<file path="src/rtl/parity_arb_pkg.sv">
// Shared types and constants for the two-port parity arbiter.
// Holds the FSM state enum, requester index type and port count.
package parity_arb_pkg;

    typedef enum logic {
        EMPTY = 1'b0,
        FULL  = 1'b1
    } state_t;

    typedef logic req_idx_t;

    localparam int NUM_REQ = 2;

endpackage

</file>
<file path="src/rtl/rr_arb2.sv">
// Two-way round-robin arbiter with an owned priority pointer.
// Ports: clk, reset_n, req[1:0], en in; one-hot gnt[1:0] out.
import parity_arb_pkg::*;

module rr_arb2 (
    input  logic               clk,
    input  logic               reset_n,
    input  logic [NUM_REQ-1:0] req,
    input  logic               en,
    output logic [NUM_REQ-1:0] gnt
);

    req_idx_t           r_ptr;
    logic [NUM_REQ-1:0] w_gnt;

    always_comb begin
        w_gnt = '0;
        if (en) begin
            unique case (req)
                2'b11:   w_gnt[r_ptr] = 1'b1;
                2'b01:   w_gnt = 2'b01;
                2'b10:   w_gnt = 2'b10;
                default: w_gnt = '0;
            endcase
        end
    end

    // After a grant the pointer moves to the other requester:
    // grant 0 -> ptr 1, grant 1 -> ptr 0, i.e. ptr = gnt[0].
    always_ff @(posedge clk or negedge reset_n) begin
        if (!reset_n) begin
            r_ptr <= 1'b0;
        end else if (|w_gnt) begin
            r_ptr <= w_gnt[0];
        end
    end

    assign gnt = w_gnt;

endmodule

</file>
<file path="src/rtl/parity_arb_2port.sv">
// Two requesters share one registered response slot; each byte
// gets a parity bit. Ports: reqN_val/msg in, reqN_rdy out;
// odd_mode in; resp_val/src/data/parity out, resp_rdy in;
// par_cnt out counts delivered parity-1 responses (saturating).
import parity_arb_pkg::*;

module parity_arb_2port #(
    parameter int CNT_W = 8
) (
    input  logic             clk,
    input  logic             reset_n,
    input  logic             req0_val,
    output logic             req0_rdy,
    input  logic [7:0]       req0_msg,
    input  logic             req1_val,
    output logic             req1_rdy,
    input  logic [7:0]       req1_msg,
    input  logic             odd_mode,
    output logic             resp_val,
    input  logic             resp_rdy,
    output logic             resp_src,
    output logic [7:0]       resp_data,
    output logic             resp_parity,
    output logic [CNT_W-1:0] par_cnt
);

    state_t             r_state;
    state_t             w_state_nxt;
    req_idx_t           r_src;
    logic [7:0]         r_data;
    logic               r_parity;
    logic [CNT_W-1:0]   r_cnt;

    logic [NUM_REQ-1:0] w_gnt;
    logic               w_resp_xfer;
    logic               w_can_accept;
    logic               w_acc;
    req_idx_t           w_src;
    logic [7:0]         w_msg;
    logic               w_parity;

    assign w_resp_xfer = (r_state == FULL) & resp_rdy;

    // Gating with reset_n keeps both ready lines low while
    // reset is held, even though the FSM then reads EMPTY.
    assign w_can_accept = reset_n &
                          ((r_state == EMPTY) | w_resp_xfer);

    rr_arb2 u_arb (
        .clk     (clk),
        .reset_n (reset_n),
        .req     ({req1_val, req0_val}),
        .en      (w_can_accept),
        .gnt     (w_gnt)
    );

    assign w_acc    = |w_gnt;
    assign w_src    = w_gnt[1];
    assign w_msg    = w_gnt[1] ? req1_msg : req0_msg;
    assign w_parity = (^w_msg) ^ odd_mode;

    always_comb begin
        w_state_nxt = r_state;
        unique case (r_state)
            EMPTY: begin
                if (w_acc) w_state_nxt = FULL;
            end
            FULL: begin
                if (w_resp_xfer && !w_acc) w_state_nxt = EMPTY;
            end
            default: w_state_nxt = EMPTY;
        endcase
    end

    always_ff @(posedge clk or negedge reset_n) begin
        if (!reset_n) begin
            r_state <= EMPTY;
        end else begin
            r_state <= w_state_nxt;
        end
    end

    always_ff @(posedge clk or negedge reset_n) begin
        if (!reset_n) begin
            r_src    <= 1'b0;
            r_data   <= 8'h00;
            r_parity <= 1'b0;
        end else if (w_acc) begin
            r_src    <= w_src;
            r_data   <= w_msg;
            r_parity <= w_parity;
        end
    end

    always_ff @(posedge clk or negedge reset_n) begin
        if (!reset_n) begin
            r_cnt <= '0;
        end else if (w_resp_xfer && r_parity && (r_cnt != '1)) begin
            r_cnt <= r_cnt + CNT_W'(1);
        end
    end

    assign req0_rdy    = w_gnt[0];
    assign req1_rdy    = w_gnt[1];
    assign resp_val    = (r_state == FULL);
    assign resp_src    = r_src;
    assign resp_data   = r_data;
    assign resp_parity = r_parity;
    assign par_cnt     = r_cnt;

endmodule
</file>
<file path="config.mk">
export PLATFORM = sky130hd
export DESIGN_NAME = parity_arb_2port
export DESIGN_NICKNAME = d
export VERILOG_FILES = /design/src/rtl/parity_arb_pkg.sv /design/src/rtl/rr_arb2.sv /design/src/rtl/parity_arb_2port.sv
export SDC_FILE = /design/constraint.sdc
export NUM_CORES = 1
export LEC_CHECK = 0
export ABC_AREA = 1
export CAP_MARGIN = 20
export CORE_MARGIN = 4
export CORE_UTILIZATION = 49
export CTS_CLUSTER_SIZE = 16
export DETAILED_ROUTE_END_ITERATION = 10
export PLACE_DENSITY = 0.89
export SLEW_MARGIN = 20
export SYNTH_ARGS = -nofsm -noshare
export SYNTH_HDL_FRONTEND = slang
export SYNTH_SLANG_ARGS = --single-unit
</file>
<file path="constraint.sdc">
create_clock -name clk -period 2.93 [get_ports clk]
set_input_delay 0.7325 -clock clk [delete_from_list [all_inputs] [get_ports clk]]
set_output_delay 0.7325 -clock clk [all_outputs]
set_load 0.005 [all_outputs]
</file>
==> results of run 1 <==
[cells by family (layout without fill, tap and decap cells)]
kind of cell	Yosys count	after routing	synth area share, %
AND/OR/NAND/NOR	113	113	36.1
buffers and inverters	32	80	11.1
flip-flops	20	20	38.4
AO/OA/AOI/OAI	17	17	8.72
XOR/XNOR	7	7	4.70
adder cells (fa/ha/maj)	1	1	0.959
[how the worst max path moves through the flow]
stage / start / endpoint / slack [ns] / depth (start not counted)
after floorplan: reset_n / req1_rdy / 0.96 / 4
after global placement: resp_rdy / req0_rdy / 0.05 / 6
after CTS: resp_rdy / req1_rdy / 0.05 / 6
after global routing: resp_rdy / req1_rdy / 0.01 / 6
after detailed placement: resp_rdy / req0_rdy / -0.01 / 6
final: resp_rdy / req1_rdy / 0.05 / 6
[layout by cell type (no fill, tap or decap)]
cell,instances
sky130_fd_sc_hd__a21boi_4,1
sky130_fd_sc_hd__a21oi_4,1
sky130_fd_sc_hd__buf_4,8
sky130_fd_sc_hd__clkbuf_4,3
sky130_fd_sc_hd__clkdlybuf4s50_1,41
sky130_fd_sc_hd__dfrtp_1,20
sky130_fd_sc_hd__dlygate4sd2_1,1
sky130_fd_sc_hd__ha_1,1
sky130_fd_sc_hd__inv_1,23
sky130_fd_sc_hd__inv_2,4
sky130_fd_sc_hd__nand2_1,85
sky130_fd_sc_hd__nand2_4,1
sky130_fd_sc_hd__nand3_1,16
sky130_fd_sc_hd__nand3b_1,4
sky130_fd_sc_hd__nor2_1,4
sky130_fd_sc_hd__nor2_2,1
sky130_fd_sc_hd__nor3_1,2
sky130_fd_sc_hd__o21ai_0,11
sky130_fd_sc_hd__o21ai_1,3
sky130_fd_sc_hd__o21ai_2,1
sky130_fd_sc_hd__xnor2_1,2
sky130_fd_sc_hd__xor2_1,5
[per-layer routing]
| metal | vias to the layer above | wire length, um |
|---|---|---|
| met2 | 46 | 1340 |
| met5 | - | 0 |
| met1 | 562 | 1280 |
| li1 | 682 | - |
| met4 | 0 | 51 |
| met3 | 5 | 165 |
[state kept, by name (all words and copies together), names as in the netlist]
name	cells
resp_val	1
resp_parity	1
par_cnt	8
resp_src	1
resp_data	8
u_arb.r_ptr	1
[area by class of cell]
type,count,area (sq um),share of cell area [%]
clock buffers,3,22.5,1.25
inverters,27,101,5.63
multi-input cells,138,659,36.6
flip-flops and latches,20,500,27.8
well taps,30,37.5,2.08
repair buffers,50,479,26.6
[stage by stage]
step	area, sq um	worst slack (ns)
2_1_floorplan	1310	0.963
3_3_place_gp	1770	0.0469
3_5_place_dp	1770	-0.0134
4_1_cts	1800	0.0457
5_1_grt	1800	0.0150
6_report	1800	0.0498
[tightest hold or removal path, stage by stage (launching register included)]
cell and delay (ns):
sky130_fd_sc_hd__dfrtp_1 0.36, sky130_fd_sc_hd__nand2_1 0.05, sky130_fd_sc_hd__o21ai_0 0.06
[repair_timing]
action                                  4_1_cts  5_1_grt
resized for setup                             1        0
endpoints found under the setup margin        1        0
setup buffers                                 1        0
hold endpoints to repair                      0        0
[power by group through the flow]
stage | registers (uW) | clock network [uW] | logic, uW
floorplan | 425 | 0 | 193
global placement | 425 | 0 | 418
detailed placement | 432 | 0 | 430
CTS | 427 | 130 | 432
global route | 437 | 142 | 479
finish | 427 | 125 | 428
==> flow_metrics.env, run 1 <==
export IMPL_fin_cells=268
export IMPL_synthToLayoutAreaGrowth_pct=38.0
export IMPL_synth_commonest_cells="sky130_fd_sc_hd__nand2_1 (85), sky130_fd_sc_hd__inv_1 (23), sky130_fd_sc_hd__dfrtp_1 (20)"
export IMPL_hold_path_startpoint="resp_data[5]$_DFFE_PN0P_"
export IMPL_hold_ws_ns=0.497
export IMPL_clock_skew_final_ns=0.00290
export IMPL_drt_wirelength_per_cell_um=10.6
export IMPL_part_of_the_total_power_dissipated_in_sequential_elements_pct=43.6
export IMPL_postLayoutCoreUtil_pct=72.0
export IMPL_worstHoldPathType="register to register"
export IMPL_synth_most_common_cell="sky130_fd_sc_hd__nand2_1"
export IMPL_firstDrtPassIters=4
export IMPL_max_clock_path_buffers=2
export IMPL_gr_ovfl_total=0
export IMPL_p_per_area_nw_per_um2=544
export IMPL_cts_tree="yes"
export IMPL_chipHeight_um=59.6
export IMPL_setup_violators_final=0
export IMPL_worst_path_max_delay_cell="sky130_fd_sc_hd__clkdlybuf4s50_1"
export IMPL_place_detailed_instances=264
export IMPL_regToRegStartpoint="resp_val$_DFF_PN0_"
export IMPL_largest_delay_contributor_family_on_the_critical_path="buffers and inverters"
export IMPL_critical_path_cell_chain="clkdlybuf4s50_1, inv_2, a21boi_4, nand2_4, inv_2, clkdlybuf4s50_1"
export IMPL_run_status="completed"
export IMPL_startpoint_type="input port"
export IMPL_synthesized_nets=213
export IMPL_synthesis_area_sq_um=1310
export IMPL_port_buffer_count=42
export IMPL_power_clock_fraction_pct=12.7
export IMPL_clk_latency_ns=0.29
export IMPL_first_global_vias=1136
export IMPL_antennaDiodeCount=0
export IMPL_crit_buf_inv=4
export IMPL_post_route_drc_count=0
export IMPL_crit_reg2reg_capture="resp_parity$_DFFE_PN0P_"
export IMPL_slowest_delay_ns=0.50
export IMPL_grt_max_degree=22
export IMPL_cts_htree_levels=1
export IMPL_postSynthAreaPerCell_sq_um=6.87
export IMPL_core_sq_um=2500
export IMPL_drt_wl_total_mm=2.83
export IMPL_intPower_uw=644
export IMPL_cellLeakagePower_uw=0.000985
export IMPL_total_power_uw=980
export IMPL_final_min_clock_period_ns=2.88
export IMPL_synth_area_leader_cell="sky130_fd_sc_hd__dfrtp_1"
export IMPL_num_io_pins=43
export IMPL_final_setup_tns_ns=0
export IMPL_grt_util_met3_pct=1.53
export IMPL_finish_net_count=263
export IMPL_cts_hold_buffers_added=0
export IMPL_global_route_usage_met2_pct=29.3
export IMPL_relative_contribution_of_combinational_cells_to_total_power_pct=43.6
export IMPL_yosys_area_top_type_share_pct=38.4
export IMPL_die_w_um=59.6
export IMPL_instance_count_of_the_mapped_netlist=190
export IMPL_final_fill_count=197
export IMPL_synthesis_warnings=0
export IMPL_cp_required_ns=2.20
export IMPL_power_ir_vdd_worst_v=0.000484
export IMPL_synth_edf_count=0
export IMPL_clk_pin_slew_ns=0.10
export IMPL_synth_cell_type_count=20
export IMPL_cts_sinks=20
export IMPL_post_route_period_util_pct=98.3
export IMPL_hold_path_sink="resp_data[5]$_DFFE_PN0P_"
export IMPL_antenna_found_initial=0
export IMPL_postSynth_topFlopCell="sky130_fd_sc_hd__dfrtp_1"
export IMPL_slew_headroom_pct=81.5
export IMPL_r2r_setup_slack_ns=1.09
export IMPL_whs_path_depth=2
export IMPL_netlist_top_cells_area="sky130_fd_sc_hd__dfrtp_1 (38%), sky130_fd_sc_hd__nand2_1 (24%), sky130_fd_sc_hd__inv_1 (6.6%)"
export IMPL_clock_fmax_ghz=0.347
export IMPL_synth_async_sr_flop_share_pct=100
export IMPL_critical_path_endpoint_type="primary output"
export IMPL_cts_root_buf="sky130_fd_sc_hd__clkbuf_4"
export IMPL_grt_util_all_layers_pct=16.9
export IMPL_global_route_met1_usage_pct=21.2
export IMPL_timing_worst_setup_path_type="input port to primary output"
export IMPL_tightestPinTransition_ns=0.275
export IMPL_drt_antenna_violating_nets=0
export IMPL_fraction_of_final_layout_cells_with_drive_strength_greater_than_1_pct=8.40
export IMPL_power_net_switching_uw=336
export IMPL_dieArea_sq_um=3550
export IMPL_p_sw_share_pct=34.3
export IMPL_crit_fanout=3
export IMPL_route_detailed_vias_per_inst=4.83
export IMPL_place_congestion=0.784
export IMPL_timing_max_cap_violations=0
export IMPL_route_vias_total=1295
export IMPL_globalRoute_busiestLayer="met2"
export IMPL_inserted_clock_buffers=3
export IMPL_first_pass_grt_wire_length_mm=4.60
export IMPL_initial_core_util_pct=52.2
export IMPL_rsz0062_at_grt="false"
export IMPL_rows=18
export IMPL_synth_seq_cells=20
export IMPL_worstRegToRegCells=13
export IMPL_cp_data_arrival_time_ns=2.15
export IMPL_timing_hold_violations_final=0
export IMPL_detailedRoute_firstIterationViolations=25
export IMPL_report_final_slew_viol_count=0
export IMPL_dp_final_hpwl_mm=2.34
export IMPL_synth_seq_area_share_pct=38.4
No activity file was read; power rests on OpenSTA's default activity.
==> run 2: changes to the inputs <==
CORE_ASPECT_RATIO = 0.8   (was default)
==> run 2 against run 1 <==
Register-to-register slack better by 0.07 ns. Clock-buffer cell count stayed put. Hold slack worse by 0.0010 ns. Sequential power is 2% lower. Worst setup slack better by 0.032 ns. Clock skew is 0.0033 ns higher. Flip-flop and latch count stayed put. Power is 9.6% higher. Fmax is 1.1% higher. Sequential share of layout area is 0.44 points lower. Highest routed layer unchanged.
==> flow_metrics.env, run 2 (synthesis results as in run 1) <==
export IMPL_initial_core_util_pct=52.2
export IMPL_port_buffer_count=42
export IMPL_report_final_slew_viol_count=0
export IMPL_final_setup_tns_ns=0
export IMPL_critical_path_endpoint_type="primary output"
export IMPL_first_global_vias=1155
export IMPL_first_pass_grt_wire_length_mm=4.82
export IMPL_num_io_pins=43
export IMPL_drt_antenna_violating_nets=0
export IMPL_cp_data_arrival_time_ns=2.12
export IMPL_inserted_clock_buffers=3
export IMPL_dp_final_hpwl_mm=2.25
export IMPL_setup_violators_final=0
export IMPL_most_common_layout_cells="sky130_fd_sc_hd__nand2_1 (85), sky130_fd_sc_hd__clkdlybuf4s50_1 (41), sky130_fd_sc_hd__inv_1 (23)"
export IMPL_slew_headroom_pct=79.6
export IMPL_rows=16
export IMPL_antenna_found_initial=0
export IMPL_power_ir_vdd_worst_v=0.000344
export IMPL_cts_sinks=20
export IMPL_p_per_area_nw_per_um2=587
export IMPL_tightestPinTransition_ns=0.303
export IMPL_timing_hold_violations_final=0
export IMPL_grt_max_degree=22
export IMPL_run_status="completed"
export IMPL_clock_fmax_ghz=0.351
export IMPL_pre_cts_ws_ns=0.0149
export IMPL_max_clock_path_buffers=2
export IMPL_cts_root_buf="sky130_fd_sc_hd__clkbuf_4"
export IMPL_route_detailed_vias_per_inst=4.66
export IMPL_gr_ovfl_total=0
export IMPL_synthToLayoutAreaGrowth_pct=40.2
export IMPL_detailedRoute_firstIterationViolations=52
export IMPL_clk_pin_slew_ns=0.11
export IMPL_final_min_clock_period_ns=2.85
export IMPL_drt_wirelength_per_cell_um=10.3
export IMPL_place_congestion=0.827
export IMPL_cts_htree_levels=1
export IMPL_core_sq_um=2500
export IMPL_layout_cells_most_common="sky130_fd_sc_hd__nand2_1"
export IMPL_crit_fanout=3
export IMPL_cp_required_ns=2.20
export IMPL_grt_util_all_layers_pct=18.0
export IMPL_final_fill_count=193
export IMPL_postLayoutCoreUtil_pct=73.1
export IMPL_chipHeight_um=54.2
export IMPL_final_setup_slack_of_the_worst_path_ns=0.0815
export IMPL_startpoint_type="input port"
export IMPL_cellLeakagePower_uw=0.000994
export IMPL_rsz0062_at_grt="false"
export IMPL_dpl_instance_area_sq_um=1770
export IMPL_timing_worst_setup_path_type="input port to primary output"
export IMPL_cts_tree="yes"
export IMPL_total_power_uw=1070
export IMPL_clk_latency_ns=0.31
export IMPL_die_w_um=65.7
export IMPL_finish_net_count=261
export IMPL_dieArea_sq_um=3560
export IMPL_post_route_period_util_pct=97.2
export IMPL_worstHoldPathType="register to register"
export IMPL_antennaDiodeCount=0
export IMPL_clock_skew_final_ns=0.00623
export IMPL_route_vias_total=1273
export IMPL_timing_max_cap_violations=0
export IMPL_layout_cell_area_non_filler_sq_um=1830
export IMPL_firstDrtPassIters=4
export IMPL_drt_wl_total_mm=2.80
export IMPL_post_route_drc_count=0
export IMPL_fraction_of_final_layout_cells_with_drive_strength_greater_than_1_pct=8.44
## run 2: changes by cell type in the layout (fill, tap and decap cells not counted), sizes merged
cell | before | now
bufinv | 0 | 1
buf | 8 | 6
dlygate4sd2 | 1 | 0
dlymetal6s2s | 0 | 1
## run 2: path summary, 6_finish.rpt
kind,slack [ns],start,end,cells after the start
worst max register to register,1.16,par_cnt[0]$_DFFE_PN0P_,par_cnt[7]$_DFFE_PN0P_,9
max in group asynchronous,1.95,reset_n,par_cnt[4]$_DFFE_PN0P_,2
worst max-delay path,0.08,reset_n,req0_rdy,5
worst min-delay path,0.50,resp_src$_DFFE_PN0P_,resp_src$_DFFE_PN0P_,2
min in group asynchronous,0.78,reset_n,resp_data[1]$_DFFE_PN0P_,2
worst min register to register,0.50,resp_src$_DFFE_PN0P_,resp_src$_DFFE_PN0P_,2
## run 2: where the power goes
group          total, uW  switching (uW)  internal [uW]
clock network        227            88.4            139
logic                428             187            240
registers            419            65.3            354
total               1070             341            733
## run 2: what timing repair did
item | in CTS | in global routing
setup endpoints to repair | 0 | 1
gates resized for setup | 0 | 2
buffers inserted | 0 | 0
hold endpoints to repair | 0 | 0
hold buffers | 0 | 0
## run 2: area by class of cell
class                           instances  area [sq um]  area share, %
Clock buffer                            3          22.5           1.23
Clock inverter                          1          30.0           1.64
Tap cell                               36          45.0           2.46
Multi-Input combinational cell        138           662           36.2
Sequential cell                        20           500           27.4
Timing Repair Buffer                   48           468           25.6
Inverter                               27           101           5.54
## run 2: layer usage
metal	vias to the layer above	share of wire, %	track usage, %
li1	680	-	-
met1	562	48	22.0
met2	26	47	31.6
met3	5	3.4	3.76
met4	0	1.4	6.21
met5	-	0	0
## run 2: stage by stage
step / std cells / hold WS, ns
2_1_floorplan: 190 / 0.437
3_3_place_gp: 269 / 0.466
3_5_place_dp: 269 / 0.471
4_1_cts: 273 / 0.497
5_1_grt: 273 / 0.538
6_report: 273 / 0.496
## run 2: worst max-delay path: stages
cell                              delay (ns)
sky130_fd_sc_hd__clkdlybuf4s50_1        0.48
sky130_fd_sc_hd__a21boi_4               0.23
sky130_fd_sc_hd__inv_1                  0.07
sky130_fd_sc_hd__nor2_2                 0.09
sky130_fd_sc_hd__clkdlybuf4s50_1        0.50
==> run 3: changes to the inputs <==
CORE_UTILIZATION = 45   (was 49)
PLACE_DENSITY = 0.83   (was 0.89)
clock period = 2.7 ns   (was 2.93 ns; I/O delays follow)
==> run 3 against run 2 <==
First-iteration DRC count down 54%. Non-clock buffer count up 4. Combinational power up 11%. Clock power up 7%. Critical path type unchanged. Critical endpoint unchanged.
==> flow_metrics.env, run 3 (synthesis results as in run 1) <==
export IMPL_clk_pin_slew_ns=0.11
export IMPL_p_per_area_nw_per_um2=631
export IMPL_critical_path_cell_chain="clkdlybuf4s50_1, a21boi_4, buf_4, inv_1, nor2_1, dlygate4sd2_1"
export IMPL_worstHoldPathType="register to register"
export IMPL_most_common_layout_cells="sky130_fd_sc_hd__nand2_1 (85), sky130_fd_sc_hd__clkdlybuf4s50_1 (39), sky130_fd_sc_hd__inv_1 (23)"
export IMPL_largest_delay_contributor_family_on_the_critical_path="buffers and inverters"
export IMPL_cts_htree_levels=1
export IMPL_finish_net_count=265
export IMPL_worstRegToRegCells=15
export IMPL_layout_cells_most_common="sky130_fd_sc_hd__nand2_1"
export IMPL_tightestPinTransition_ns=0.243
export IMPL_critical_path_endpoint_type="primary output"
export IMPL_pre_cts_ws_ns=-0.0826
export IMPL_final_min_clock_period_ns=2.55
export IMPL_timing_hold_violations_final=0
export IMPL_post_route_period_util_pct=94.5
export IMPL_power_ir_vdd_worst_v=0.000465
export IMPL_regToRegStartpoint="resp_val$_DFF_PN0_"
export IMPL_synthToLayoutAreaGrowth_pct=42.3
export IMPL_clk_latency_ns=0.30
export IMPL_cellLeakagePower_uw=0.00103
export IMPL_final_setup_tns_ns=0
export IMPL_dpl_instance_area_sq_um=1790
export IMPL_run_status="completed"
export IMPL_clock_skew_final_ns=0.00866
export IMPL_post_route_drc_count=0
export IMPL_route_detailed_vias_per_inst=4.55
export IMPL_rows=17
export IMPL_inserted_clock_buffers=3
export IMPL_antennaDiodeCount=0
export IMPL_rsz0062_at_grt="false"
export IMPL_fraction_of_final_layout_cells_with_drive_strength_greater_than_1_pct=9.54
export IMPL_cts_tree="yes"
export IMPL_worst_path_stages=6
export IMPL_layout_cell_area_non_filler_sq_um=1860
export IMPL_die_w_um=68.2
export IMPL_detailedRoute_firstIterationViolations=24
export IMPL_critPathLaunch="reset_n"
export IMPL_grt_util_met3_pct=4.65
export IMPL_report_final_slew_viol_count=0
export IMPL_global_route_usage_met2_pct=27.9
export IMPL_worst_path_max_delay_cell="sky130_fd_sc_hd__clkdlybuf4s50_1"
export IMPL_cts_root_buf="sky130_fd_sc_hd__clkbuf_4"
export IMPL_initial_core_util_pct=47.2
export IMPL_global_route_met1_usage_pct=21.9
export IMPL_final_fill_count=239
export IMPL_gr_ovfl_total=0
export IMPL_firstDrtPassIters=6
export IMPL_dp_final_hpwl_mm=2.34
export IMPL_hold_path_startpoint="resp_src$_DFFE_PN0P_"
export IMPL_final_setup_slack_of_the_worst_path_ns=0.148
export IMPL_cp_data_arrival_time_ns=1.88
export IMPL_first_pass_grt_wire_length_mm=5.06
export IMPL_clock_fmax_ghz=0.392
export IMPL_crit_fanout=2
export IMPL_globalRoute_busiestLayer="met2"
export IMPL_port_buffer_count=42
export IMPL_crit_buf_inv=4
export IMPL_place_congestion=0.830
export IMPL_whs_path_depth=2
export IMPL_slew_headroom_pct=83.7
export IMPL_cts_hold_buffers_added=0
export IMPL_drt_wl_total_mm=2.87
export IMPL_timing_max_cap_violations=0
export IMPL_grt_util_all_layers_pct=16.9
export IMPL_slowest_delay_ns=0.48
export IMPL_core_sq_um=2770
export IMPL_drt_wirelength_per_cell_um=10.3
export IMPL_setup_violators_final=0
export IMPL_cp_required_ns=2.03
export IMPL_timing_worst_setup_path_type="input port to primary output"
export IMPL_max_clock_path_buffers=2
export IMPL_grt_max_degree=22
export IMPL_drt_antenna_violating_nets=0
export IMPL_first_global_vias=1221
export IMPL_antenna_found_initial=0
export IMPL_dieArea_sq_um=3830
export IMPL_cts_sinks=20
export IMPL_chipHeight_um=56.2
export IMPL_route_vias_total=1270
export IMPL_num_io_pins=43
export IMPL_startpoint_type="input port"
-- run 3: metrics by stage --
step	hold WS, ns	power [uW]	cells	utilization [%]
floorplan	0.379	671	190	-
global placement	0.461	922	273	64.7
detailed placement	0.466	936	273	64.7
CTS	0.492	1180	279	67.1
global route	0.534	1270	279	67.1
finish	0.497	1170	279	67.1
-- run 3: routing by layer --
metal  wire (um)  vias to the layer above  share of wire, %
met5           0                        -                 0
met4          27                        0              0.94
met3         160                        4               5.6
met2        1410                       25                49
met1        1270                      560                44
li1            -                      681                 -
-- run 3: cell type report --
class                   count  area (sq um)  area share (%)
repair buffers             52           495            26.7
well taps                  38          47.5            2.56
inverters                  27           101            5.46
clock buffers               3          22.5            1.21
multi-input cells         138           659            35.5
flip-flops and latches     20           500            27.0
clock inverters             1          30.0            1.62
-- run 3: worst min-delay path, stage by stage, from the launching register on --
cell and delay [ns]:
sky130_fd_sc_hd__dfrtp_1 0.36, sky130_fd_sc_hd__nand2_1 0.06, sky130_fd_sc_hd__nand2_1 0.05
-- run 3: what timing repair did --
| item | 4_1_cts | 5_1_grt |
|---|---|---|
| gates resized for setup | 2 | 1 |
| pin swaps | 1 | 0 |
| cloned | 0 | 0 |
| setup endpoints to repair | 2 | 1 |
| setup buffers | 2 | 0 |
-- run 3: report_power, final --
part	switching, uW	internal [uW]	total (uW)
sequential	70.6	384	455
combinational	211	265	476
clock	91.3	150	242
-- run 3: final timing paths --
kind                                            endpoint  slack (ns)
min in group asynchronous       resp_data[0]$_DFFE_PN0P_        0.73
worst min register to register      resp_src$_DFFE_PN0P_        0.50
worst min-delay path                resp_src$_DFFE_PN0P_        0.50
worst max register to register   resp_parity$_DFFE_PN0P_        0.82
worst max-delay path                            req0_rdy        0.15
max in group asynchronous         par_cnt[3]$_DFFE_PN0P_        1.77
